==> src/rtl/quadrilatero_register_lsu.sv <==
// quadrilatero_register_lsu
//   Execution end of the matrix LSU issue path. One load/store is accepted per
//   start_i pulse while idle; busy_o stays high until the done_o pulse.
//   Loads fetch a tile word by word over an OBI-style port and write it into
//   the matrix register file one row at a time (rows beyond conf_rows and
//   words beyond conf_cols are written as zero, so a load always writes all
//   N_ROWS rows). Stores read register rows and write the active words out.
//
// Optional feature: define QUADRILATERO_LSU_ERR_EN to add err_o. A bus error
//   (mem_err_i with mem_rvalid_i) aborts the instruction, and a misaligned
//   base address or stride finishes immediately; err_o pulses with done_o.
//   Without it, errors are ignored and the low two address bits are dropped.
//
// Ports:
//   clk_i, rst_i            clock, synchronous active-high reset
//   start_i, instr_*_i      issue pulse with instruction fields
//   conf_rows_i/conf_cols_i active tile shape (clamped to 1..max)
//   busy_o, done_o          in-progress flag, one-cycle completion pulse
//   mem_*                   single-outstanding OBI-style data port
//   rf_*                    register row write port / row read port (1-cycle)
//   err_o                   error pulse (only with QUADRILATERO_LSU_ERR_EN)

module quadrilatero_register_lsu #(
  parameter int N_ROWS = 4,
  parameter int RLEN   = 128,
  parameter int N_REGS = 8
) (
  input  logic                          clk_i,
  input  logic                          rst_i,
  input  logic                          start_i,
  input  logic                          instr_store_i,
  input  logic [$clog2(N_REGS)-1:0]     instr_reg_i,
  input  logic [31:0]                   instr_addr_i,
  input  logic [31:0]                   instr_stride_i,
  input  logic [$clog2(N_ROWS):0]       conf_rows_i,
  input  logic [$clog2(RLEN/32):0]      conf_cols_i,
  output logic                          busy_o,
  output logic                          done_o,
  output logic                          mem_req_o,
  input  logic                          mem_gnt_i,
  output logic                          mem_we_o,
  output logic [31:0]                   mem_addr_o,
  output logic [3:0]                    mem_be_o,
  output logic [31:0]                   mem_wdata_o,
  input  logic                          mem_rvalid_i,
  input  logic [31:0]                   mem_rdata_i,
  input  logic                          mem_err_i,
  output logic                          rf_we_o,
  output logic                          rf_re_o,
  output logic [$clog2(N_REGS)-1:0]     rf_reg_o,
  output logic [$clog2(N_ROWS)-1:0]     rf_row_o,
  output logic [RLEN-1:0]               rf_wdata_o,
  input  logic [RLEN-1:0]               rf_rdata_i
`ifdef QUADRILATERO_LSU_ERR_EN
  , output logic                        err_o
`endif
);

  localparam int WORDS = RLEN / 32;
  localparam int RI    = $clog2(N_ROWS);
  localparam int WI    = $clog2(WORDS);
  localparam int RW    = RI + 1;
  localparam int CW    = WI + 1;
  localparam int GI    = $clog2(N_REGS);

  typedef enum logic [3:0] {
    S_IDLE, S_LD_REQ, S_LD_WAIT, S_LD_WB,
    S_ST_RD, S_ST_CAP, S_ST_REQ, S_ST_WAIT, S_DONE
  } state_t;

  state_t          r_state, w_next;
  logic            r_busy;
  logic            r_store;
  logic [GI-1:0]   r_reg;
  logic [31:0]     r_base;     // byte address of word 0 of row r_r
  logic [31:0]     r_stride;
  logic [RW-1:0]   r_rows;
  logic [CW-1:0]   r_cols;
  logic [RI-1:0]   r_r;
  logic [WI-1:0]   r_w;
  logic [RLEN-1:0] r_buf;

  logic [RW-1:0]   w_rows;
  logic [CW-1:0]   w_cols;
  logic [31:0]     w_word_addr;
  logic [31:0]     w_st_word;
  logic [RLEN-1:0] w_ld_row;
  logic            w_rsp, w_err_rsp, w_misalign;
  logic            w_last_word, w_last_row, w_next_row_active, w_row_active;

  // Clamp the tile shape into 1..max.
  always_comb begin
    // NOTE: every always_comb output gets a default first so no path infers a latch.
    w_rows = conf_rows_i;
    if (conf_rows_i == '0)               w_rows = RW'(1);
    else if (conf_rows_i > RW'(N_ROWS))  w_rows = RW'(N_ROWS);
    w_cols = conf_cols_i;
    if (conf_cols_i == '0)               w_cols = CW'(1);
    else if (conf_cols_i > CW'(WORDS))   w_cols = CW'(WORDS);
  end

`ifdef QUADRILATERO_LSU_ERR_EN
  logic r_err;
  assign w_misalign = (|instr_addr_i[1:0]) | (|instr_stride_i[1:0]);
  assign w_err_rsp  = w_rsp & mem_err_i;
  assign err_o      = (r_state == S_DONE) & r_err;
`else
  logic w_unused;
  assign w_unused   = mem_err_i ^ (^instr_addr_i[1:0]) ^ (^instr_stride_i[1:0]);
  assign w_misalign = 1'b0;
  assign w_err_rsp  = 1'b0;
`endif

  // A response may arrive in the grant cycle (zero-latency slave), so it is
  // accepted in the request state as well as in the wait state.
  assign w_rsp = mem_rvalid_i &
                 ((r_state == S_LD_WAIT) || (r_state == S_ST_WAIT) ||
                  (((r_state == S_LD_REQ) || (r_state == S_ST_REQ)) && mem_gnt_i));

  assign w_word_addr       = r_base + {{(30-WI){1'b0}}, r_w, 2'b00};
  assign w_st_word         = r_buf[{r_w, 5'd0} +: 32];
  assign w_last_word       = ({1'b0, r_w} == (r_cols - CW'(1)));
  assign w_last_row        = (r_r == RI'(N_ROWS - 1));
  assign w_next_row_active = (({1'b0, r_r} + RW'(1)) < r_rows);
  assign w_row_active      = ({1'b0, r_r} < r_rows);

  always_comb begin
    w_ld_row = '0;
    for (int i = 0; i < WORDS; i++)
      if (i < int'(r_cols)) w_ld_row[i*32 +: 32] = r_buf[i*32 +: 32];
  end

  // State register.
  always_ff @(posedge clk_i) begin
    // NOTE: sequential state uses non-blocking assignments so every flop samples pre-edge values.
    if (rst_i) r_state <= S_IDLE;
    else       r_state <= w_next;
  end

  // Next-state logic.
  always_comb begin
    w_next = r_state;
    unique case (r_state)
      S_IDLE:
        if (start_i) begin
          if (w_misalign)         w_next = S_DONE;
          else if (instr_store_i) w_next = S_ST_RD;
          else                    w_next = S_LD_REQ;
        end
      S_LD_REQ, S_LD_WAIT:
        if (w_rsp) begin
          if (w_err_rsp)        w_next = S_DONE;
          else if (w_last_word) w_next = S_LD_WB;
          else                  w_next = S_LD_REQ;
        end else if ((r_state == S_LD_REQ) && mem_gnt_i) begin
          w_next = S_LD_WAIT;
        end
      S_LD_WB:
        if (w_last_row)             w_next = S_DONE;
        else if (w_next_row_active) w_next = S_LD_REQ;
        else                        w_next = S_LD_WB;   // zero rows, back to back
      S_ST_RD:  w_next = S_ST_CAP;
      S_ST_CAP: w_next = S_ST_REQ;
      S_ST_REQ, S_ST_WAIT:
        if (w_rsp) begin
          if (w_err_rsp)        w_next = S_DONE;
          else if (w_last_word) w_next = (w_last_row || !w_next_row_active) ? S_DONE : S_ST_RD;
          else                  w_next = S_ST_REQ;
        end else if ((r_state == S_ST_REQ) && mem_gnt_i) begin
          w_next = S_ST_WAIT;
        end
      S_DONE:   w_next = S_IDLE;
      default:  w_next = S_IDLE;
    endcase
  end

  // Instruction fields, counters and busy flag.
  always_ff @(posedge clk_i) begin
    if (rst_i) begin
      r_busy   <= 1'b0;
      r_store  <= 1'b0;
      r_reg    <= '0;
      r_base   <= '0;
      r_stride <= '0;
      r_rows   <= RW'(1);
      r_cols   <= CW'(1);
      r_r      <= '0;
      r_w      <= '0;
    end else begin
      if ((r_state == S_IDLE) && start_i) begin
        r_busy   <= 1'b1;
        r_store  <= instr_store_i;
        r_reg    <= instr_reg_i;
        r_base   <= {instr_addr_i[31:2], 2'b00};
        r_stride <= {instr_stride_i[31:2], 2'b00};
        r_rows   <= w_rows;
        r_cols   <= w_cols;
        r_r      <= '0;
        r_w      <= '0;
      end else if (r_state == S_DONE) begin
        r_busy <= 1'b0;
      end

      // Word/row counters move only when the matching response arrives.
      if (w_rsp && !w_err_rsp) begin
        if (w_last_word) begin
          r_w <= '0;
          if (r_store) begin
            r_r    <= r_r + 1'b1;
            r_base <= r_base + r_stride;
          end
        end else begin
          r_w <= r_w + 1'b1;
        end
      end

      if (r_state == S_LD_WB) begin
        r_r    <= r_r + 1'b1;
        r_base <= r_base + r_stride;
      end
    end
  end

  // NOTE: the row buffer has no reset; every word is written before it is consumed.
  always_ff @(posedge clk_i) begin
    if (w_rsp && !w_err_rsp && !r_store) r_buf[{r_w, 5'd0} +: 32] <= mem_rdata_i;
    else if (r_state == S_ST_CAP)        r_buf <= rf_rdata_i;
  end

`ifdef QUADRILATERO_LSU_ERR_EN
  always_ff @(posedge clk_i) begin
    if (rst_i)                               r_err <= 1'b0;
    else if ((r_state == S_IDLE) && start_i) r_err <= w_misalign;
    else if (w_err_rsp)                      r_err <= 1'b1;
  end
`endif

  // Outputs.
  always_comb begin
    mem_req_o   = 1'b0;
    mem_we_o    = 1'b0;
    mem_be_o    = 4'h0;
    mem_addr_o  = '0;
    mem_wdata_o = '0;
    rf_we_o     = 1'b0;
    rf_re_o     = 1'b0;
    rf_wdata_o  = '0;
    done_o      = 1'b0;
    unique case (r_state)
      S_LD_REQ: begin
        mem_req_o  = 1'b1;
        mem_be_o   = 4'hF;
        mem_addr_o = w_word_addr;
      end
      S_ST_REQ: begin
        mem_req_o   = 1'b1;
        mem_we_o    = 1'b1;
        mem_be_o    = 4'hF;
        mem_addr_o  = w_word_addr;
        mem_wdata_o = w_st_word;
      end
      S_LD_WB: begin
        rf_we_o    = 1'b1;
        rf_wdata_o = w_row_active ? w_ld_row : '0;
      end
      S_ST_RD: rf_re_o = 1'b1;
      S_DONE:  done_o  = 1'b1;
      default: ;
    endcase
  end

  assign busy_o   = r_busy;
  assign rf_reg_o = r_reg;
  assign rf_row_o = r_r;

endmodule

==> config.mk <==
export PLATFORM = sky130hd
export DESIGN_NAME = quadrilatero_register_lsu
export DESIGN_NICKNAME = d
export VERILOG_FILES = /design/src/rtl/quadrilatero_register_lsu.sv
export SDC_FILE = /design/constraint.sdc
export NUM_CORES = 1
export LEC_CHECK = 0
export CAP_MARGIN = 5
export CORE_MARGIN = 2
export CORE_UTILIZATION = 44
export CTS_CLUSTER_SIZE = 8
export DETAILED_ROUTE_END_ITERATION = 8
export PLACE_DENSITY = 0.82
export SYNTH_ARGS = -nofsm -noshare
export SYNTH_HDL_FRONTEND = slang
export SYNTH_SLANG_ARGS = --single-unit
export TNS_END_PERCENT = 100
==> constraint.sdc <==
create_clock -name clk_i -period 3.12 [get_ports clk_i]
set_input_delay 0.624 -clock clk_i [delete_from_list [all_inputs] [get_ports clk_i]]
set_output_delay 0.624 -clock clk_i [all_outputs]
set_load 0.1 [all_outputs]
## After elaboration in Yosys (flattened, before gate mapping)

Cells that the tools add are included.

- Flip-flop bits (word level): 209
- Input port bits: 240
- Output and inout bits: 207

- Muxes and demuxes: 48
- Eq/ne operators: 13
- Magnitude comparators: 8
- Shifts and indexed selects: 3
- Reduce and logical (&&, ||, !) cells: 21
- Bitwise gates (word level): 1
- Add/sub/neg operators: 7

Operators by type and width:

| operator | count |
|---|---|
| 128-bit two-way mux | 4 |
| 32-bit two-way mux | 11 |
| 128-bit bitwise mux | 1 |
| 32-bit by 9-bit variable shift with 128-bit output (first input constant) | 1 |
| 128-bit by 8-bit variable part select with 32-bit output | 1 |
| 32-bit by 9-bit variable part select with 128-bit output | 1 |
| 4-bit two-way mux | 9 |
| 32-bit adder | 1 |
| 32-bit by 4-bit adder with 32-bit output | 1 |
| 4-bit case mux with 6 select lines | 1 |
| 2-bit two-way mux | 10 |
| 4-bit by 3-bit equality test with 1-bit output (second input constant) | 4 |
| 3-bit two-way mux | 5 |
| 7-bit negator with 9-bit output | 1 |
| 4-bit by 2-bit equality test with 1-bit output (second input constant) | 2 |
| 1-bit two-way mux | 7 |
| 3-bit greater-than comparator (second input constant) | 2 |
| 3-bit logical NOT | 2 |
| 1-bit by 3-bit less-than comparator with 1-bit output (first input constant) | 2 |
| 2-bit by 3-bit less-than comparator with 1-bit output (first input constant) | 2 |
| 3-bit inequality test (second input constant) | 2 |
| 2-bit nonzero test | 3 |
| 2-bit OR reduction | 3 |
| 1-bit logical AND | 5 |
| 15 further kinds | 20 |

## Depth between registers and ports, before layout

- Depth after elaboration: 8
- Mapped depth: 11
- Gate-level depth less buffers: 9

## Worst setup path before layout

Ideal clock, no wire load.

- Path kind: register -> output
- Start point: register r_state[1]
- End point: output port rf_wdata_o[10]
- Data arrival time: 3.599 ns
- Cell stages (with the launch flop): 8
- Required time: 2.496 ns
- Path slack: -1.103 ns
- Buffers on the path: 2
- Cells stage by stage: dfxtp_1 buf_4 clkinv_1 nor3_2 o21ai_2 a21oi_1 clkbuf_1 and2_1

- Cells in the longest elaborated chain, start to end: 2

RTL lines:

| item | RTL line | RTL |
|---|---|---|
| start, declared | 71 | `state_t r_state, w_next;` |
| start signal, assigned | 137 | `else r_state <= w_next;` |
| 4-bit by 2-bit equality test with 1-bit output | 249 | `unique case (r_state)` |
| 128-bit two-way mux | 249 |  |
| end, declared | 52 | `output logic [RLEN-1:0] rf_wdata_o,` |

Every way passes these cells.

## Final worst setup path

- Start point: register r_base[15]
- End point: output port mem_addr_o[19]

- Cells in the longest elaborated chain, start to end: 2

RTL lines:

| item | RTL line | RTL |
|---|---|---|
| start, declared | 75 | `logic [31:0] r_base;` |
| start signal, assigned | 194 | `r_base <= {instr_addr_i[31:2], 2'b00};` |
| start signal, assigned | 210 | `r_base <= r_base + r_stride;` |
| start signal, assigned | 219 | `r_base <= r_base + r_stride;` |
| 32-bit by 4-bit adder with 32-bit output | 120 | `assign w_word_addr = r_base + {{(30-WI){1'b0}}, r_w, 2'b00};` |
| 32-bit two-way mux | 249 |  |
| end, declared | 42 | `output logic [31:0] mem_addr_o,` |

Every way passes these cells.

==> results.toml <==
[status]
run_status = "finished with violations"
violations = "setup timing"

[routing]
detail_route.vias_per_cell = 6.21
first_iter_violations = 1517
wire_per_inst_microns = 26.3
route.detailed.drc = 0
detailed_routing_iterations_pass_1 = 7
route.vias.total = 13400
wirelength_mm = 56.7
final_antenna_net_count = 0

[global_route]
grt_antenna_before_repair = 4
groute.usage.overall_pct = 35.4
vias_in_the_first_global_route = 13200
grt_start_max_net_pins = 69
overflow = 0
grt_first_pass_wirelength_mm = 82.8

[pwr]
vdd.ir_drop.worst_mv = 0.695
power_per_unit_of_standard_cell_area_mw_per_mm2 = 613
power.static_leakage_nw = 8.06

[synth]
synth_sequential_area_ratio_pct = 42.4
synth_top_flop_cell = "edfxtp_1"
yosys.cell_types.count = 76
post_synth_inst_count = 1290
post_synth.cell_area_avg_sq_um = 9.98
synthesis.yosys.warnings = 0
netlist_area_sq_mm = 0.0129
synth_seq_cells = 209
synth_enable_flop_cells = 128
synth-async-reset-ratio_pct = 0
postSynthNetCount = 1573

[cts]
clkSlewWorstSetupHoldPaths_ns = 0.05
cts_htree_levels = 1
ctsHoldBuffers = 0
root_buffer_selected_by_cts = "clkbuf_16"
cts_tree = "built"
numCtsBuffers = 30
cts_num_sinks = 209
clk-insertion-delay-late_ns = 0.55
max-clock-path-buffers = 3

[layout]
fin_cells = 2151
nFillCells = 1803
final_core_density_pct = 75.3
commonest_non_fill_non_tap_cell_in_the_layout = "clkdlybuf4s50_1"
finalNetCount = 2030
area.growth.synth_to_final_pct = 68.3
most-common-layout-cells = "233 x clkdlybuf4s50_1, 203 x buf_12, 128 x a22o_1, 128 x edfxtp_1, 124 x and2_4"
drive_above_1_share_pct = 34.3

[die]
rows = 62
boundaryPins = 447
floorplan.initialDensity_pct = 44.8
design.die.area_sq_mm = 0.0307
design.core.area_sq_mm = 0.0288
height_of_the_die_microns = 175
chipWidth_microns = 175

[timing]
post-route-period-util_pct = 107
clock-skew-final_ns = 0.0211
count_of_final_setup_violators = 10
timing.final.hold_violations = 0
layout_min_cycle_time_ns = 3.35
worst_slew_margin_rel_pct = 33.3
timing.final.ws_setup_ns = -0.232
setup_repair_after_global_routing_missed_its_margin = "true"
worst_pin_slew_ns = 0.987
drv_slew = 0
maxClockFrequency_mhz = 298

[setup_path]
crit_type = "reg2out"
critPathLaunchType = "flop"
path_max_fanout = 8
cp-end-kind = "output port"
worst_ep_required_time_ns = 2.50
arrival_ns = 2.73

[min_path]
hold_path_class = "reg2reg"

[placed_design]
dpl.hpwl_mm = 40.7
io_buffer_count = 441
gp_congestion = 0.934
post-place-cells = 2074

[flow_run]
cap_violations = 0
-- Yosys cell counts (4+ instances only) --
master / n / area share, %
xor2_1: 32 / 2.2
ha_1: 41 / 4.0
mux4_2: 32 / 5.6
buf_6: 5 / 0.44
nand2b_1: 8 / 0.39
o221ai_1: 15 / 1.0
and4_1: 4 / 0.27
buf_4: 7 / 0.41
nand4_1: 7 / 0.34
a211oi_1: 8 / 0.47
edfxtp_1: 128 / 30
a22o_1: 128 / 8.7
and3_1: 12 / 0.58
a2111oi_0: 5 / 0.34
o22ai_1: 4 / 0.19
a21oi_1: 100 / 3.9
nand2_1: 123 / 3.6
o21a_1: 7 / 0.41
nor3_1: 17 / 0.66
o31ai_1: 4 / 0.23
nand3_1: 24 / 0.93
clkbuf_1: 51 / 1.5
o211ai_1: 6 / 0.35
buf_2: 33 / 1.3
dfxtp_1: 81 / 13
and2_1: 134 / 6.5
or3_1: 10 / 0.49
o21bai_1: 4 / 0.23
nor2b_1: 38 / 1.8
a21o_1: 10 / 0.58
nor2_1: 86 / 2.5
nor4_1: 4 / 0.19
o21ai_0: 26 / 1.0
xnor2_1: 18 / 1.2
inv_1: 18 / 0.52
-- state kept, by name, indices dropped and copies added (netlist names) --
register / flops
r_state: 4
r_base: 32
r_stride: 30
rf_reg_o: 3
r_cols: 3
r_buf: 128
r_rows: 3
busy_o: 1
rf_row_o: 2
r_w: 2
r_store: 1
-- logic make-up (layout without fill, tap and decap cells) --
kind of cell               count (synthesis)  in the layout  share of synthesized area (%)
xor gates and xnor gates                  50             50                           3.40
buffers and inverters                    117            592                           4.23
muxes                                     35             35                           5.85
other                                      0              2                              0
AOI/OAI and AO/OA                        352            352                           20.1
and+or+nand+nor                          484            484                           19.7
adders and majority gates                 43             43                           4.29
DFF                                      209            209                           42.4
-- final timing paths --
kind / endpoint / slack [ns] / from / cells past startpoint
hold / removal: r_base[1]$_SDFFE_PP0P_ / 0.44 / r_base[1]$_SDFFE_PP0P_ / 2
setup / recovery: mem_addr_o[19] / -0.23 / r_base[15]$_SDFF_PP0_ / 6
hold reg to reg: r_base[1]$_SDFFE_PP0P_ / 0.44 / r_base[1]$_SDFFE_PP0P_ / 2
setup reg to reg: r_buf[2]$_DFFE_PP_ / 0.27 / r_w[1]$_SDFFE_PP0P_ / 7
-- report_power, final --
group | switching, mW | internal (mW) | total [mW]
Combinational | 3.68 | 2.49 | 6.17
Clock | 1.22 | 1.81 | 3.03
Sequential | 0.521 | 3.56 | 4.08
-- metrics by stage --
step / hold WS (ns) / power (mW) / instance area, sq um / setup TNS, ns / setup slack [ns]
floorplan: 0.425 / 8.00 / 13500 / -5.71 / -0.211
global placement: 0.434 / 9.78 / 20300 / 0 / 0.0130
detailed placement: 0.437 / 9.94 / 20300 / -0.778 / -0.0783
CTS: 0.444 / 13.1 / 21500 / -0.741 / -0.138
global route: 0.459 / 13.8 / 21700 / -1.97 / -0.246
finish: 0.441 / 13.3 / 21700 / -1.62 / -0.232
-- repair_timing --
action | 4_1_cts | 5_1_grt
gates resized for setup | 52 | 18
setup endpoints to repair | 131 | 61
pin swaps | 16 | 13
buffers inserted | 12 | 11
gates cloned | 2 | 0
-- layout make-up --
class / count / area (sq um) / area share [%]
Antenna cell: 2 / 5.00 / 0.0231
Clock buffer: 49 / 843 / 3.89
Clock inverter: 1 / 8.76 / 0.0404
Inverter: 20 / 76.3 / 0.352
Multi-Input combinational cell: 964 / 7640 / 35.3
Sequential cell: 209 / 5510 / 25.4
Tap cell: 384 / 480 / 2.22
Timing Repair Buffer: 522 / 7110 / 32.8
-- per-layer routing --
| layer | wire [microns] | track usage (%) |
|---|---|---|
| met3 | 6010 | 9.18 |
| met4 | 2900 | 14.7 |
| met2 | 27600 | 60.8 |
| met5 | 30 | 0 |
| met1 | 20200 | 42.1 |
-- critical path, stage by stage (launching register included) --
cell and delay (ns):
dfxtp_1 0.49, nand3_1 0.32, or3_4 0.52, buf_6 0.16, or3_4 0.35, a21oi_4 0.16, buf_12 0.19
Power figures use the tool's default switching activity.
